[src/rtl/regfile_wb_arbiter_pkg.sv]
// Shared constants for the pipeline, register file and writeback arbiter.
package regfile_wb_arbiter_pkg;
   localparam int XLEN = 32;
   localparam int AW = 5;
   localparam int NUM_REGS = 32;
   localparam logic [4:0] REG_ZERO = 5'd0;
endpackage

[src/rtl/regfile_wb_arbiter_if.sv]
// Writeback request bundle: one valid/addr/data slot per source plus a grant.
interface regfile_wb_arbiter_if #(
   parameter int NUM_REQ = 3,
   parameter int XLEN = regfile_wb_arbiter_pkg::XLEN,
   parameter int AW = regfile_wb_arbiter_pkg::AW
);
   logic [NUM_REQ-1:0]      req_valid_i;
   logic [AW*NUM_REQ-1:0]   req_addr_i;
   logic [XLEN*NUM_REQ-1:0] req_data_i;
   logic [NUM_REQ-1:0]      req_ready_o;

   modport master (
      output req_valid_i,
      output req_addr_i,
      output req_data_i,
      input  req_ready_o
   );

   modport slave (
      input  req_valid_i,
      input  req_addr_i,
      input  req_data_i,
      output req_ready_o
   );
endinterface

[src/rtl/regfile_wb_arbiter_rr_arbiter.sv]
// Round-robin pick: first valid requester at or after ptr, wrapping upward.
module rr_arbiter #(
   parameter int N = 3,
   localparam int PW = (N > 1) ? $clog2(N) : 1
) (
   input  logic [N-1:0]  valid,
   input  logic [PW-1:0] ptr,
   output logic [N-1:0]  grant,
   output logic [PW-1:0] idx
);
   int j;
   logic [PW-1:0] jj;

   // Scan from the far end so the nearest valid slot is written last.
   always_comb begin
      grant = '0;
      idx = '0;
      j = 0;
      jj = '0;
      for (int k = N - 1; k >= 0; k--) begin
         j = (int'(ptr) + k) % N;
         jj = PW'(j);
         if (valid[jj]) begin
            grant = '0;
            grant[jj] = 1'b1;
            idx = jj;
         end
      end
   end
endmodule

[src/rtl/regfile_wb_arbiter.sv]
// Shares the register file write port among writeback sources and
// tracks destinations issued but not yet written back.
module regfile_wb_arbiter #(
   parameter int NUM_REQ = 3,
   parameter int XLEN = regfile_wb_arbiter_pkg::XLEN,
   parameter int AW = regfile_wb_arbiter_pkg::AW
) (
   input  logic            clk_i,
   input  logic            reset,
   regfile_wb_arbiter_if.slave req,
   input  logic            issue_valid_i,
   input  logic [AW-1:0]   issue_rd_i,
   input  logic [AW-1:0]   rs_addr_i,
   input  logic [AW-1:0]   rt_addr_i,
   output logic            rs_busy_o,
   output logic            rt_busy_o,
   output logic            wr_en_o,
   output logic [AW-1:0]   wr_addr_o,
   output logic [XLEN-1:0] wr_data_o
);
   import regfile_wb_arbiter_pkg::*;

   localparam int PW = (NUM_REQ > 1) ? $clog2(NUM_REQ) : 1;

   logic [PW-1:0]       rr_ptr;
   logic [PW-1:0]       gnt_idx;
   logic [NUM_REQ-1:0]  gnt;
   logic                xfer;
   logic [AW-1:0]       sel_addr;
   logic [XLEN-1:0]     sel_data;
   logic [NUM_REGS-1:0] busy;
   logic [NUM_REGS-1:0] busy_nxt;

   rr_arbiter #(.N(NUM_REQ)) u_arb (
      .valid (req.req_valid_i),
      .ptr   (rr_ptr),
      .grant (gnt),
      .idx   (gnt_idx)
   );

   assign req.req_ready_o = reset ? '0 : gnt;
   assign xfer = ~reset & (|req.req_valid_i);
   assign sel_addr = req.req_addr_i[AW*gnt_idx +: AW];
   assign sel_data = req.req_data_i[XLEN*gnt_idx +: XLEN];

   // x0 writes still handshake but never reach the register file.
   always_ff @(posedge clk_i) begin
      if (reset) begin
         rr_ptr <= '0;
         wr_en_o <= 1'b0;
         wr_addr_o <= '0;
         wr_data_o <= '0;
      end else begin
         wr_en_o <= xfer && (sel_addr != AW'(REG_ZERO));
         if (xfer) begin
            wr_addr_o <= sel_addr;
            wr_data_o <= sel_data;
            rr_ptr <= (gnt_idx == PW'(NUM_REQ - 1)) ? '0 : gnt_idx + 1'b1;
         end
      end
   end

   // Issue is applied after the clear so a same-cycle set wins.
   always_comb begin
      busy_nxt = busy;
      if (wr_en_o)
         busy_nxt[wr_addr_o] = 1'b0;
      if (issue_valid_i && (issue_rd_i != AW'(REG_ZERO)))
         busy_nxt[issue_rd_i] = 1'b1;
      busy_nxt[0] = 1'b0;
   end

   always_ff @(posedge clk_i) begin
      if (reset)
         busy <= '0;
      else
         busy <= busy_nxt;
   end

   // Register file commits on the falling edge, so a clear in flight is visible.
   assign rs_busy_o = busy[rs_addr_i] & ~(wr_en_o & (wr_addr_o == rs_addr_i));
   assign rt_busy_o = busy[rt_addr_i] & ~(wr_en_o & (wr_addr_o == rt_addr_i));
endmodule

[src/flat_wrapper.sv]
// flat-port wrapper written by rule: the top's interface ports become plain ports
module regfile_wb_arbiter_flat import regfile_wb_arbiter_pkg::*;
#(
   parameter int NUM_REQ = 3,
   parameter int XLEN = regfile_wb_arbiter_pkg::XLEN,
   parameter int AW = regfile_wb_arbiter_pkg::AW
)
  (clk_i, reset, issue_valid_i, issue_rd_i, rs_addr_i, rt_addr_i, rs_busy_o, rt_busy_o, wr_en_o, wr_addr_o, wr_data_o, req_req_valid_i, req_req_addr_i, req_req_data_i, req_req_ready_o);
  regfile_wb_arbiter_if #(.NUM_REQ(NUM_REQ), .XLEN(XLEN), .AW(AW)) req_i ();
  input  logic clk_i;
  input  logic reset;
  input  logic issue_valid_i;
  input  logic [AW-1:0] issue_rd_i;
  input  logic [AW-1:0] rs_addr_i;
  input  logic [AW-1:0] rt_addr_i;
  output logic rs_busy_o;
  output logic rt_busy_o;
  output logic wr_en_o;
  output logic [AW-1:0] wr_addr_o;
  output logic [XLEN-1:0] wr_data_o;
  input wire logic [$bits(req_i.req_valid_i)-1:0] req_req_valid_i;
  input wire logic [$bits(req_i.req_addr_i)-1:0] req_req_addr_i;
  input wire logic [$bits(req_i.req_data_i)-1:0] req_req_data_i;
  output wire logic [$bits(req_i.req_ready_o)-1:0] req_req_ready_o;
  assign req_i.req_valid_i = req_req_valid_i;
  assign req_i.req_addr_i = req_req_addr_i;
  assign req_i.req_data_i = req_req_data_i;
  assign req_req_ready_o = req_i.req_ready_o;
  regfile_wb_arbiter #(.NUM_REQ(NUM_REQ), .XLEN(XLEN), .AW(AW)) u_core (.clk_i(clk_i), .reset(reset), .req(req_i), .issue_valid_i(issue_valid_i), .issue_rd_i(issue_rd_i), .rs_addr_i(rs_addr_i), .rt_addr_i(rt_addr_i), .rs_busy_o(rs_busy_o), .rt_busy_o(rt_busy_o), .wr_en_o(wr_en_o), .wr_addr_o(wr_addr_o), .wr_data_o(wr_data_o));
endmodule
[config.mk]
export PLATFORM = sky130hd
export DESIGN_NAME = regfile_wb_arbiter_flat
export DESIGN_NICKNAME = d
export VERILOG_FILES = /design/src/rtl/regfile_wb_arbiter_pkg.sv /design/src/rtl/regfile_wb_arbiter_if.sv /design/src/rtl/regfile_wb_arbiter_rr_arbiter.sv /design/src/rtl/regfile_wb_arbiter.sv /design/src/flat_wrapper.sv
export SDC_FILE = /design/constraint.sdc
export NUM_CORES = 1
export LEC_CHECK = 0
export CAP_MARGIN = 20
export CORE_MARGIN = 8
export CORE_UTILIZATION = 40
export DETAILED_ROUTE_END_ITERATION = 10
export PLACE_DENSITY = 0.83
export SLEW_MARGIN = 20
export SYNTH_ARGS = -nofsm -noshare
export SYNTH_HDL_FRONTEND = slang
export SYNTH_HIERARCHICAL = 1
export SYNTH_SLANG_ARGS = --single-unit
[constraint.sdc]
create_clock -name clk_i -period 3.1 [get_ports clk_i]
set_input_delay 0.62 -clock clk_i [delete_from_list [all_inputs] [get_ports clk_i]]
set_output_delay 0.62 -clock clk_i [all_outputs]
set_load 0.005 [all_outputs]
Word level (Yosys, flattened, before mapping)

Index checks and enable logic that the tools add are counted.

Equality and inequality tests: 3
Multiply operators: 1
Muxes and demuxes: 30
Magnitude comparators: 12
Add/sub/neg operators: 3
Shift-type cells: 2
Reductions and logical operators: 10
Bitwise operators: 11
Div/mod/pow operators: 3

Operators by type and width:

| kind                    | count |
|---|---|
| $shiftx A96 B8 Y32      | 1 |
| $mod A32 B3 Y32 const B | 2 |
| $mux W32                | 2 |
| $and A32 B32 Y32        | 1 |
| $mod A3 B3 Y32 const B  | 1 |
| $not A32 Y32            | 1 |
| $or A32 B32 Y32         | 1 |
| $lt A5 B6 Y1 const B    | 4 |
| $shiftx A15 B6 Y5       | 1 |
| $mux W3                 | 4 |
| $bmux W1 S5             | 2 |
| $demux W1 S5            | 2 |
| $eq A5 B5 Y1            | 2 |
| $ge A5 B1 Y1 const B    | 2 |
| $mux W1                 | 10 |
| $reduce_bool A5 Y1      | 2 |
| $lt A2 B3 Y1 const B    | 3 |
| $mux W2                 | 4 |
| $logic_and A1 B1 Y1     | 7 |
| $bmux W1 S2             | 3 |
| $demux W1 S2            | 3 |
| $ge A2 B1 Y1 const B    | 3 |
| $and A1 B1 Y1           | 5 |
| $mul A3 B2 Y5 const A   | 1 |
| 6 further kinds         | 8 |

Word-level logic and storage cells: 81
Bits in registers: 72

Longest topological paths before layout

Word-level depth: 11
Gate-level depth with buffers: 13
Gate-level depth less buffers: 10

Cells and area by module

The synthesis kept the hierarchy.

Modules (own cells, without submodules):

| module             | area an instance (µm²) | sequential area each (µm²) | cells each | times used |
|---|---|---|---|---|
| regfile_wb_arbiter | 3931.3                 | 1421.4                     | 463        | 1 |
| rr_arbiter         | 356.6                  | 0.0                        | 50         | 1 |

Worst setup path after synthesis

OpenSTA, ideal clock, no wires.

Path type: reg-to-reg
Start point: register u_core.rr_ptr[0]
End point: register u_core.wr_data_o[2]
Slack: 0.655 ns
Arrival time: 2.384 ns
Cell stages (with the launch flop): 12
Library setup time: 0.060 ns
Cell sequence: dfxtp_1 inv_1 ha_1 buf_6 mux2i_2 o221ai_1 o2bb2ai_1 buf_2 nor2b_1 nor3b_2 a32o_1 a221o_1

Word-level cells in the longest chain between the ends: 8
Elaborated cells between the ends (all ways): 15
Classes of those cells: 2 x add/sub; 3 x div; 1 x shift; 9 x mux

RTL lines:

| what                          | line                                | text |
|---|---|---|
| from (decl)                   | regfile_wb_arbiter.sv:25            | `logic [PW-1:0] rr_ptr;` |
| from (signal assigned)        | regfile_wb_arbiter.sv:58            | `rr_ptr <= (gnt_idx == PW'(NUM_REQ - 1)) ? '0 : gnt_idx + 1'b1;` |
| $add A2 B2 Y3                 | regfile_wb_arbiter_rr_arbiter.sv:21 | `j = (int'(ptr) + k) % N;` |
| $mod A32 B3 Y32               | regfile_wb_arbiter_rr_arbiter.sv:21 |  |
| $bmux W1 S2                   | regfile_wb_arbiter_rr_arbiter.sv:23 | `if (valid[jj]) begin` |
| $mux W1 (not written as such) | regfile_wb_arbiter_rr_arbiter.sv:23 |  |
| $mux W2 (2 in series)         | regfile_wb_arbiter_rr_arbiter.sv:23 |  |
| $mux W2 *                     | regfile_wb_arbiter_rr_arbiter.sv:23 |  |
| net u_core.gnt_idx[0]         | regfile_wb_arbiter.sv:26            | `logic [PW-1:0] gnt_idx;` |
| $shiftx A96 B8 Y32 *          | regfile_wb_arbiter.sv:44            | `assign sel_data = req.req_data_i[XLEN*gnt_idx +: XLEN];` |
| to (signal assigned)          | regfile_wb_arbiter.sv:57            | `wr_data_o <= sel_data;` |
| to (decl)                     | regfile_wb_arbiter.sv:19            | `output logic [XLEN-1:0] wr_data_o` |

Mark *: on every way through the listed nets, which the timed path passes. The rest lies on a longest branch. The select of a mux whose other input is x is not followed.
A chain may end at the register's enable or synchronous reset.

Worst setup path after layout

Start point: input port rt_addr_i[2]
End point: output port rt_busy_o

Word-level cells in the longest chain between the ends: 4
Elaborated cells between the ends (all ways): 6
Classes of those cells: 1 x eq/ne; 2 x mux; 3 x bitwise

RTL lines:

| what                                                                | line                     | text |
|---|---|---|
| from (decl)                                                         | flat_wrapper.sv:15       | `input logic [AW-1:0] rt_addr_i;` |
| parallel branches: the longest is 3 deep, another holds $bmux W1 S5 | -                        |  |
| $and A1 B1 Y1 *                                                     | regfile_wb_arbiter.sv:82 | `assign rt_busy_o = busy[rt_addr_i] & ~(wr_en_o & (wr_addr_o == rt_addr_i));` |
| to (decl)                                                           | flat_wrapper.sv:17       | `output logic rt_busy_o;` |

Every way passes the cells marked *. The select of a mux whose other input is x is not followed.

==> flow_metrics.tcl <==
set metrics [dict create \
    track_usage 0.211 \
    grt_max_degree 45 \
    synth_fa_ha_area_frac 0.0117 \
    final-setup-viol-count 0 \
    synth_top_cells_by_count "85 x nand2_1, 71 x dfxtp_1, 54 x a21oi_1" \
    synth_top_family_by_area "compound AO/OA/AOI/OAI gates" \
    setup.worst_path.start_class "input pin" \
    fin_crit_sh 0.963 \
    status "finished, final reports clean" \
    die_area_um2 14300 \
    timing.final.crit_period_ns 2.98 \
    finish.cell_count_without_fillers 853 \
    mappedNetlistNets 649 \
    synth_top_area_cells "dfxtp_1 33%, nand2_1 7.4%, a21oi_1 6.3%" \
    clockRootBuffer "clkbuf_8" \
    total_power_w 0.00294 \
    h-tree-depth 3 \
    hold_violations 0 \
    slew_headroom 0.539 \
    postSynthRegisterBits 71 \
    gp_congestion 0.920 \
    design.portCount 175 \
    synth_mux_area_frac 0.145 \
    netlist.area_leader.share 0.331 \
    critPathRequiredTime_ns 2.48 \
    design.core.area_um2 10700 \
    postLayoutCoreUtil 0.621 \
    worst-slew-pin-transition_ns 0.689 \
    cp-end-kind "output port" \
    timing.clock.skew_ns 0.00826 \
    drive_gt1_frac 0.134 \
    cts.clk_slew.worst_paths_ns 0.07 \
    report.final.slew_viol_count 0 \
    rr_startpoint "u_core/rr_ptr[0]" \
    dieHeight_um 120 \
    nets 842 \
    leakage_power_summed_over_all_cells_nw 2.44 \
    synth_edf_count 0 \
    worst-endpoint-arrival_ns 2.36 \
    timing.rr.end "u_core/wr_data_o[14]" \
    grt_pass1_wl_um 24600 \
    yosys.area.top_type "dfxtp_1" \
    initial_detailed_routing_violation_count 323 \
    most_numerous_cell_in_the_yosys_netlist "nand2_1" \
    cts_bufs_inserted 9 \
    tritoncts_num_sinks 71 \
    clock_tree_from_tritoncts "yes" \
    first_global_vias 5124 \
    synth_async_sr_flop_share 0 \
    path_class "in -> out" \
    drt-total-wl_um 15700 \
    synth-simple-area-share 0.190 \
    timing.critical_path.cells "clkdlybuf4s50_1 -> buf_4 -> mux4_2 -> nand3b_1 -> o2111ai_1 -> o32ai_1 -> dlygate4sd2_1" \
    clock_latency_ns 0.34 \
    dp.final_hpwl_um 12300 \
    worst_ir_drop_vdd_v 0.000272 \
    power_per_cell_area_nw_per_um2 445 \
    synth_xor_xnor_area_share 0.0204 \
    path_delay_family "buffers and inverters" \
    postPlaceCellArea_um2 6330 \
    layout.cell_area.non_filler_um2 6610 \
    worst-path-max-fanout 2 \
    holdCritPathClass "reg -> reg" \
    syn2layout_area_growth_pct 54.2 \
    cpMaxStageDelayCell "clkdlybuf4s50_1" \
    path_depth 7 \
    critical_path.n_buffers_inverters 3 \
    via_count 4753 \
    synth.distinct_cells 57 \
    drv_cap 0 \
    drt_drc_violations_left 0 \
    clock_path_buffers 2 \
    synth.avg_cell_area_um2 8.36 \
    post_synth_instance_area_um2 4290 \
    antenna_left 0 \
    row_count 38 \
    die_width_um 120 \
    grt.overflow.total 0 \
    cpPeakStageDelay_ns 0.48 \
    drt_pass1_iterations 5 \
    synth-compound-area-share 0.247 \
    seq_area_frac_synth 0.331 \
    synth-warning-count 6 \
    initial_utilization 0.403 \
    endpoint "rt_busy_o" \
    buffer_ports.inserted 174 \
    dpl.cell_count 829 \
    ys_dominant_reg_cell "dfxtp_1" \
    r2r_setup_slack_ns 0.51 \
    initial_antenna_violation_count 2 \
    achievable-frequency_ghz 0.335 \
    worstRegToRegCells 12 \
    synth_cells 513 \
    routed_wire_length_per_instance_um 18.4 \
    critPathLaunch "rt_addr_i[2]" \
    routed_via_density 5.57 \
]
==> per-layer routing <==
metal / share of wire / track usage
met5: 0 / 0
met4: 0.032 / 0.0984
met3: 0.089 / 0.0714
met2: 0.51 / 0.378
met1: 0.37 / 0.219
==> state kept, by name (all words and copies together), names as in the netlist <==
register and count:
u_core/busy 31, u_core/wr_addr_o 5, u_core/wr_en_o 1, u_core/wr_data_o 32, u_core/rr_ptr 2
==> worst min path at each step <==
stage / slack, ns / to / cells past startpoint / startpoint
CTS: 0.45 / u_core/wr_data_o[17] / 2 / u_core/wr_data_o[17]
global route: 0.47 / u_core/wr_data_o[17] / 2 / u_core/wr_data_o[17]
floorplan: 0.44 / u_core/wr_data_o[0] / 2 / u_core/wr_data_o[0]
global placement: 0.44 / u_core/wr_data_o[8] / 2 / u_core/wr_data_o[8]
finish: 0.45 / u_core/wr_data_o[17] / 2 / u_core/wr_data_o[17]
detailed placement: 0.44 / u_core/wr_data_o[17] / 2 / u_core/wr_data_o[17]
==> cell usage in the layout, fill, tap and decap left out, drive strengths merged, types with 3 or more instances in the layout <==
master         Yosys  routed
nand3b             8       8
nor3b              7       7
clkinvlp           0       3
buf               20      46
a221o              8       8
o2bb2ai            5       5
nor2              33      33
inv                4       4
mux2i             27      27
dfxtp             71      71
ha                 4       4
nor3               5       5
nor2b             10      10
a32o               4       4
clkinv             0       3
mux2               6       6
dlygate4sd2        0       6
o32ai              4       4
nand2b             4       4
a31oi              9       9
nor4               4       4
a22o              12      12
o22ai              4       4
nand2             85      85
o21ai             56      56
a21oi             54      54
dlymetal6s2s       0       4
clkdlybuf4s50      0     163
or3b               4       4
xnor2             10      10
mux4              12      12
clkbuf            19      12
==> cell families after synthesis <==
| logic type | count (synthesis) |
|---|---|
| AO/OA/AOI/OAI | 170 |
| AND/OR/NAND/NOR | 170 |
| flip-flops | 71 |
| multiplexers | 45 |
| buffers and inverters | 43 |
| XOR/XNOR | 10 |
| adder cells (fa/ha/maj) | 4 |
==> what timing repair did <==
action                     in CTS  in global routing
resized for setup              16                 13
hold buffers                    0                  0
pin swaps                       2                  2
gates cloned                    0                  1
setup endpoints to repair       5                  5
buffers inserted                1                  4
==> final cells by class <==
cell class / count / area [um2]
diodes: 2 / 5.00
clock inverters: 6 / 37.5
flip-flops and latches: 71 / 1430
inverters: 4 / 17.5
repair buffers: 221 / 2090
multi-input cells: 399 / 2730
fillers: 912 / 4040
well taps: 140 / 175
clock buffers: 10 / 128
==> tightest hold or removal path, cell delays in order, from the launching register on <==
cell     delay, ns
dfxtp_1       0.31
nand2_1       0.05
o21ai_1       0.05
==> stage by stage <==
stage / hold slack (ns) / TNS (ns) / setup WS, ns
after global placement: 0.436 / -0.517 / -0.255
after CTS: 0.451 / 0 / 0.0163
after floorplan: 0.444 / 0 / 0.655
after detailed placement: 0.441 / -1.08 / -0.319
after global routing: 0.473 / -0.0106 / -0.0106
final: 0.450 / 0 / 0.115
==> power breakdown <==
| group | switching [W] | internal, W | total [W] | leakage (nW) |
|---|---|---|---|---|
| registers | 0.0000886 | 0.00101 | 0.00110 | 0.583 |
| clock network | 0.000349 | 0.000286 | 0.000635 | 0.0781 |
| logic | 0.000542 | 0.000668 | 0.00121 | 1.78 |
| total | 0.000980 | 0.00196 | 0.00294 | 2.44 |
(Power assumes the default switching activity.)
